--- config.mk ---
export PLATFORM = sky130hd
export DESIGN_NAME = seq_capture_ctrl_flat
export DESIGN_NICKNAME = d
export VERILOG_FILES = /design/src/rtl/seq_capture_ctrl_pkg.sv /design/src/rtl/seq_capture_ctrl_if.sv /design/src/rtl/seq_capture_ctrl_wait_timer.sv /design/src/rtl/seq_capture_ctrl.sv /design/src/flat_wrapper.sv
export SDC_FILE = /design/constraint.sdc
export NUM_CORES = 1
export LEC_CHECK = 0
export BUFFER_PORTS_ARGS = -buffer_cell sky130_fd_sc_hd__buf_2
export CELL_PAD_IN_SITES_DETAIL_PLACEMENT = 0
export CELL_PAD_IN_SITES_GLOBAL_PLACEMENT = 2
export CORE_ASPECT_RATIO = 0.6
export CORE_MARGIN = 10
export CORE_UTILIZATION = 34
export CTS_CLUSTER_DIAMETER = 120
export DETAILED_ROUTE_END_ITERATION = 16
export GPL_ROUTABILITY_DRIVEN = 0
export PLACE_DENSITY = 0.89
export SLEW_MARGIN = 40
export SYNTH_ARGS = -nofsm -noshare
export SYNTH_HDL_FRONTEND = slang
export SYNTH_SLANG_ARGS = --single-unit
--- constraint.sdc ---
create_clock -name clk -period 2.43 [get_ports clk]
set_input_delay 0 -clock clk [delete_from_list [all_inputs] [get_ports clk]]
set_output_delay 0 -clock clk [all_outputs]
set_load 0.05 [all_outputs]
--- src/rtl/seq_capture_ctrl_pkg.sv ---
// Shared definitions for the wait-then-capture sequencer: FSM state encoding
// and the width helpers used to size the channel index.
package seq_capture_ctrl_pkg;

  // Sequencer states; encodings are fixed so they read the same in any dump.
  typedef enum logic [1:0] {
    S_IDLE = 2'd0,
    S_WAIT = 2'd1,
    S_DONE = 2'd2
  } state_t;

  // Ceiling log2, usable in constant expressions.
  function automatic int clog2(input int value);
    int result;
    result = 0;
    for (int v = value - 1; v > 0; v = v >> 1) begin
      result++;
    end
    return result;
  endfunction

  // Channel index width; a single channel still needs one bit of ch_sel.
  function automatic int chWidth(input int nch);
    int w;
    w = clog2(nch);
    return (w < 1) ? 1 : w;
  endfunction

endpackage

--- src/rtl/seq_capture_ctrl_if.sv ---
// Bundle of the sequencer control inputs and capture outputs. The master side
// (RTC read mux / display logic) requests sequences and supplies data; the
// slave side is the sequencer itself.
interface seq_capture_if
  import seq_capture_ctrl_pkg::*;
#(
  parameter int DATA_W = 8,
  parameter int CNT_W  = 4,
  parameter int NCH    = 3
) ();

  localparam int CH_W = chWidth(NCH);

  logic                    start;
  logic                    abort;
  logic                    cont;
  logic [CNT_W-1:0]        wait_cyc;
  logic [DATA_W-1:0]       dato_in;
  logic [CH_W-1:0]         ch_sel;
  logic                    cap_stb;
  logic                    busy;
  logic                    done;
  logic [NCH*DATA_W-1:0]   dato_out;

  modport master (
    output start,
    output abort,
    output cont,
    output wait_cyc,
    output dato_in,
    input  ch_sel,
    input  cap_stb,
    input  busy,
    input  done,
    input  dato_out
  );

  modport slave (
    input  start,
    input  abort,
    input  cont,
    input  wait_cyc,
    input  dato_in,
    output ch_sel,
    output cap_stb,
    output busy,
    output done,
    output dato_out
  );

endinterface

--- src/rtl/seq_capture_ctrl_wait_timer.sv ---
// Per-channel wait counter. Holds the wait count sampled at sequence start and
// counts clocks since the channel was selected; hit marks the capture clock.
module seq_wait_timer #(
  parameter int CNT_W = 4
) (
  input  logic             clk,
  input  logic             rst_n,
  input  logic             i_load,
  input  logic             i_clear,
  input  logic             i_inc,
  input  logic [CNT_W-1:0] i_wait_cyc,
  output logic             o_hit
);

  logic [CNT_W-1:0] r_cnt;
  logic [CNT_W-1:0] r_wait_q;

  // Load takes a fresh wait count and restarts; clear restarts; inc advances.
  always_ff @(posedge clk or negedge rst_n) begin
    if (!rst_n) begin
      r_cnt    <= '0;
      r_wait_q <= '0;
    end else if (i_load) begin
      r_wait_q <= i_wait_cyc;
      r_cnt    <= '0;
    end else if (i_clear) begin
      r_cnt <= '0;
    end else if (i_inc) begin
      r_cnt <= r_cnt + 1'b1;
    end
  end

  // The counter is cleared on hit, so it never passes r_wait_q and never wraps.
  assign o_hit = (r_cnt == r_wait_q);

endmodule

--- src/rtl/seq_capture_ctrl.sv ---
// Programmable wait-then-capture sequencer. Steps ch_sel through NCH channels,
// waits wait_cyc+1 clocks on each, latches dato_in into that channel's slot and
// pulses done after the last one. Optionally restarts straight from DONE.
module seq_capture_ctrl
  import seq_capture_ctrl_pkg::*;
#(
  parameter int DATA_W = 8,
  parameter int CNT_W  = 4,
  parameter int NCH    = 3
) (
  input  logic         clk,
  input  logic         rst_n,
  seq_capture_if.slave bus
);

  localparam int              CH_W    = chWidth(NCH);
  localparam logic [CH_W-1:0] LAST_CH = CH_W'(NCH - 1);

  state_t                r_state;
  logic [CH_W-1:0]       r_ch_sel;
  logic                  r_cap_stb;
  logic                  r_busy;
  logic                  r_done;
  logic [NCH*DATA_W-1:0] r_dato_out;

  logic w_load;
  logic w_clear;
  logic w_inc;
  logic w_hit;

  // Timer control: reload on start accept or continuous restart, clear on
  // capture or abort, otherwise keep counting while waiting.
  always_comb begin
    w_load  = 1'b0;
    w_clear = 1'b0;
    w_inc   = 1'b0;
    case (r_state)
      S_IDLE: begin
        w_load = bus.start;
      end
      S_WAIT: begin
        if (bus.abort || w_hit) begin
          w_clear = 1'b1;
        end else begin
          w_inc = 1'b1;
        end
      end
      S_DONE: begin
        if (bus.abort) begin
          w_clear = 1'b1;
        end else if (bus.cont) begin
          w_load = 1'b1;
        end
      end
      default: begin
        w_clear = 1'b1;
      end
    endcase
  end

  seq_wait_timer #(
    .CNT_W (CNT_W)
  ) u_wait_timer (
    .clk        (clk),
    .rst_n      (rst_n),
    .i_load     (w_load),
    .i_clear    (w_clear),
    .i_inc      (w_inc),
    .i_wait_cyc (bus.wait_cyc),
    .o_hit      (w_hit)
  );

  // Sequencer FSM with registered strobes; abort outranks a same-edge capture
  // so a cancelled channel never overwrites its slot.
  always_ff @(posedge clk or negedge rst_n) begin
    if (!rst_n) begin
      r_state    <= S_IDLE;
      r_ch_sel   <= '0;
      r_cap_stb  <= 1'b0;
      r_busy     <= 1'b0;
      r_done     <= 1'b0;
      r_dato_out <= '0;
    end else begin
      r_cap_stb <= 1'b0;
      r_done    <= 1'b0;
      case (r_state)
        S_IDLE: begin
          if (bus.start) begin
            r_ch_sel <= '0;
            r_busy   <= 1'b1;
            r_state  <= S_WAIT;
          end
        end
        S_WAIT: begin
          if (bus.abort) begin
            r_ch_sel <= '0;
            r_busy   <= 1'b0;
            r_state  <= S_IDLE;
          end else if (w_hit) begin
            for (int i = 0; i < NCH; i++) begin
              if (r_ch_sel == CH_W'(i)) begin
                r_dato_out[i*DATA_W +: DATA_W] <= bus.dato_in;
              end
            end
            r_cap_stb <= 1'b1;
            if (r_ch_sel == LAST_CH) begin
              r_done  <= 1'b1;
              r_state <= S_DONE;
            end else begin
              r_ch_sel <= r_ch_sel + 1'b1;
            end
          end
        end
        S_DONE: begin
          r_ch_sel <= '0;
          if (bus.abort) begin
            r_busy  <= 1'b0;
            r_state <= S_IDLE;
          end else if (bus.cont) begin
            r_state <= S_WAIT;
          end else begin
            r_busy  <= 1'b0;
            r_state <= S_IDLE;
          end
        end
        default: begin
          r_ch_sel <= '0;
          r_busy   <= 1'b0;
          r_state  <= S_IDLE;
        end
      endcase
    end
  end

  assign bus.ch_sel   = r_ch_sel;
  assign bus.cap_stb  = r_cap_stb;
  assign bus.busy     = r_busy;
  assign bus.done     = r_done;
  assign bus.dato_out = r_dato_out;

endmodule
--- src/flat_wrapper.sv ---
// flat-port wrapper written by rule: the top's interface ports become plain ports
module seq_capture_ctrl_flat import seq_capture_ctrl_pkg::*;
#(
  parameter int DATA_W = 8,
  parameter int CNT_W  = 4,
  parameter int NCH    = 3
)
  (clk, rst_n, bus_start, bus_abort, bus_cont, bus_wait_cyc, bus_dato_in, bus_ch_sel, bus_cap_stb, bus_busy, bus_done, bus_dato_out);
  seq_capture_if #(.DATA_W(DATA_W), .CNT_W(CNT_W), .NCH(NCH)) bus_i ();
  input  logic clk;
  input  logic rst_n;
  input wire logic [$bits(bus_i.start)-1:0] bus_start;
  input wire logic [$bits(bus_i.abort)-1:0] bus_abort;
  input wire logic [$bits(bus_i.cont)-1:0] bus_cont;
  input wire logic [$bits(bus_i.wait_cyc)-1:0] bus_wait_cyc;
  input wire logic [$bits(bus_i.dato_in)-1:0] bus_dato_in;
  output wire logic [$bits(bus_i.ch_sel)-1:0] bus_ch_sel;
  output wire logic [$bits(bus_i.cap_stb)-1:0] bus_cap_stb;
  output wire logic [$bits(bus_i.busy)-1:0] bus_busy;
  output wire logic [$bits(bus_i.done)-1:0] bus_done;
  output wire logic [$bits(bus_i.dato_out)-1:0] bus_dato_out;
  assign bus_i.start = bus_start;
  assign bus_i.abort = bus_abort;
  assign bus_i.cont = bus_cont;
  assign bus_i.wait_cyc = bus_wait_cyc;
  assign bus_i.dato_in = bus_dato_in;
  assign bus_ch_sel = bus_i.ch_sel;
  assign bus_cap_stb = bus_i.cap_stb;
  assign bus_busy = bus_i.busy;
  assign bus_done = bus_i.done;
  assign bus_dato_out = bus_i.dato_out;
  seq_capture_ctrl #(.DATA_W(DATA_W), .CNT_W(CNT_W), .NCH(NCH)) u_core (.clk(clk), .rst_n(rst_n), .bus(bus_i));
endmodule
==> run metrics <==
footprint of the multi-input gates 706 µm²; setup TNS 0 ns; die area 8340 µm²; critical register-to-register path endpoint u_core.bus.dato_out[23]; CP bufs+invs 1; GR Overflow Total 0; Min Hold Slack 0.103 ns; post-layout util 47.6%; R2R setup slack 0.33 ns; WHS Path Cells 4; final hold violations 0; final worst-path cycle share 86.5%; initial DRC count 69; Reg clk slew, reported paths 0.07 ns; RSZ-0062 raised after global routing false; Post-synth top flop dfrtp_1; VDD IR max 621 µV; number of synthesized flops with an enable pin 0; Worst Max-Slew Pin Slew 0.550 ns; Initial Utilization 36.2%; WL/cell 15.9 µm; clk_lat worst skew 0.28 ns; first-pass GRT wire length 6.55 mm; most frequent cells in the layout buf_2, dfrtp_1, mux2_2, dlygate4sd3_1; CP max stage delay 0.58 ns; Core Box Area 4710 µm²; Hold Path Sink u_core.r_state[0]; Seq/Total Area, Yosys 57.2%; pwr dens 1160 nW/µm²; fmax 0.476 GHz; Register Area 976 µm²; vias per cell 4.73; fraction of registers with async set/reset 100%; R2R depth 5; row count 19; CP Data Required Time 2.60 ns; # DRC 0; area grow syn2layout 31.3%; Slew Limit Fails 0; clk buf depth 2; number of global-route vias before repair 1322; dpl cells 235; largest area contributor in the netlist dfrtp_1; fin crit period 2.10 ns; Fillers 447; fraction of layout cells with a size suffix above 1 46.4%; Top delay family on crit path simple AND/OR/NAND/NOR gates; RR Startpoint u_core.u_wait_timer.r_wait_q[1]; Synth Area per Inst 13.4 µm²; I/O Buffers 45; leakage power 1.15 nW; Antenna diodes 0; DRT Wirelength 4.10 mm; HP Start bus_cont; Post-Syn Area 1710 µm²; CP startpoint kind flip-flop; Die X 111 µm; initial antenna violation count 0; Root Driver clkbuf_8; Syn Nets 148; Post-DRT Antenna Nets 0; Mapped Cells 127; CTS tree done; detailed placement HPWL 3.16 mm; top cell type's share of synthesized area 57.2%; Syn. warnings 0; FF+latch count, synth 39; Worst path slowest cell nor4_4; Clock Sinks 39; die height 74.9 µm; Setup crit end kind flip-flop; Relative slew margins 63.1%; first drt pass iteration count 4; Critical Path Fanout Max 10; Ports 46; top post-synthesis cells by area dfrtp_1, mux2_2, ha_1; largest net degree at the start of global routing 40; Final Skew 0.00374 ns; CTS buffer count 5; HP Class in -> reg; final net count 214; status finished, final reports clean; routed vias 1216; WS Path Type reg -> reg; worst path arrival time 2.27 ns; GRT Util Overall 9.80%; max-cap violation count 0; most common cell after layout, fill and taps aside buf_2; Setup-failing EPs final 0; crit path cell chain xor2_1 > nor4_4 > nand3_2 > inv_1 > mux2_2; # H-tree levels 2; synth unique cells 26; fin cells 257
==> logic make-up (layout without fill, tap and decap cells) <==
logic type      count (synthesis)  in the layout  synth area share, %
compound gates                 19             19                 6.90
xor+xnor                        5              5                 2.57
fa+ha+maj                       4              4                 2.93
buf+inv                         6             73                 1.39
flops                          39             39                 57.2
mux                            28             28                 18.5
simple gates                   26             26                 10.5
==> flip-flops by register name, summed over array words and instances, names as in the netlist <==
register,count
u_core.bus.cap_stb,1
u_core.bus.ch_sel,2
u_core.u_wait_timer.r_cnt,4
u_core.bus.dato_out,24
u_core.r_state,2
u_core.bus.busy,1
u_core.bus.done,1
u_core.u_wait_timer.r_wait_q,4
==> per-stage QoR <==
stage	worst slack [ns]	total power, mW	instance area (µm²)
2_1_floorplan	0.553	1.87	1710
3_3_place_gp	0.403	2.14	2010
3_5_place_dp	0.318	2.18	2010
4_1_cts	0.311	2.63	2240
5_1_grt	0.149	2.75	2240
6_report	0.328	2.60	2240
==> area by class of cell <==
type	instances	share of cell area, %
Tap cell	63	3.52
Multi-Input combinational cell	82	31.5
Timing Repair Buffer	60	16.8
Sequential cell	39	43.6
Clock inverter	2	0.559
Inverter	5	0.838
Clock buffer	6	3.24
==> Yosys cell counts (all sizes together), types with 2 or more instances <==
library cell / count
a21o: 2
a21oi: 5
a31oi: 2
dfrtp: 39
ha: 4
inv: 5
mux2: 28
nand2: 4
nand2b: 3
nand3: 4
nand4: 2
nor2: 5
o211ai: 2
o21ai: 5
o41ai: 2
or3: 3
xor2: 5
==> per-layer routing <==
layer,GRT usage [%],share of wire [%],vias up
li1,-,-,588
met1,11.1,44,596
met2,16.2,46,30
met3,4.76,8.3,2
met4,3.40,1.0,0
met5,0,0,-
==> worst max-delay path by stage <==
stage / start / end / cells past startpoint
6_report: u_core.u_wait_timer.r_wait_q[1] / u_core.bus.dato_out[23] / 5
5_1_grt: u_core.u_wait_timer.r_cnt[1] / u_core.bus.dato_out[23] / 5
4_1_cts: u_core.u_wait_timer.r_cnt[0] / u_core.bus.dato_out[23] / 5
3_5_place_dp: u_core.u_wait_timer.r_cnt[1] / u_core.bus.dato_out[23] / 5
3_3_place_gp: u_core.u_wait_timer.r_cnt[1] / u_core.bus.dato_out[23] / 5
2_1_floorplan: u_core.u_wait_timer.r_cnt[1] / u_core.bus.dato_out[23] / 5
==> worst reg2reg max path, delay by kind of cell, from the launching register on <==
family	cells	cell delay (ns)
and+or+nand+nor	2	0.88
DFF	1	0.41
muxes	1	0.33
xor gates and xnor gates	1	0.22
buffers and inverters	1	0.14
==> timing repair <==
item	CTS	global route
gates resized for setup	0	0
hold endpoints to repair	66	0
hold buffers	14	0
buffers inserted	0	0
==> power breakdown <==
part           internal [mW]  total, mW  switching, mW  leakage, nW
clock network          0.200      0.416          0.216       0.0412
logic                  0.358       1.20          0.846        0.591
registers              0.844      0.976          0.132        0.517
total                   1.40       2.60           1.19         1.15
Note: power is estimated with default switching activity, not from simulation.
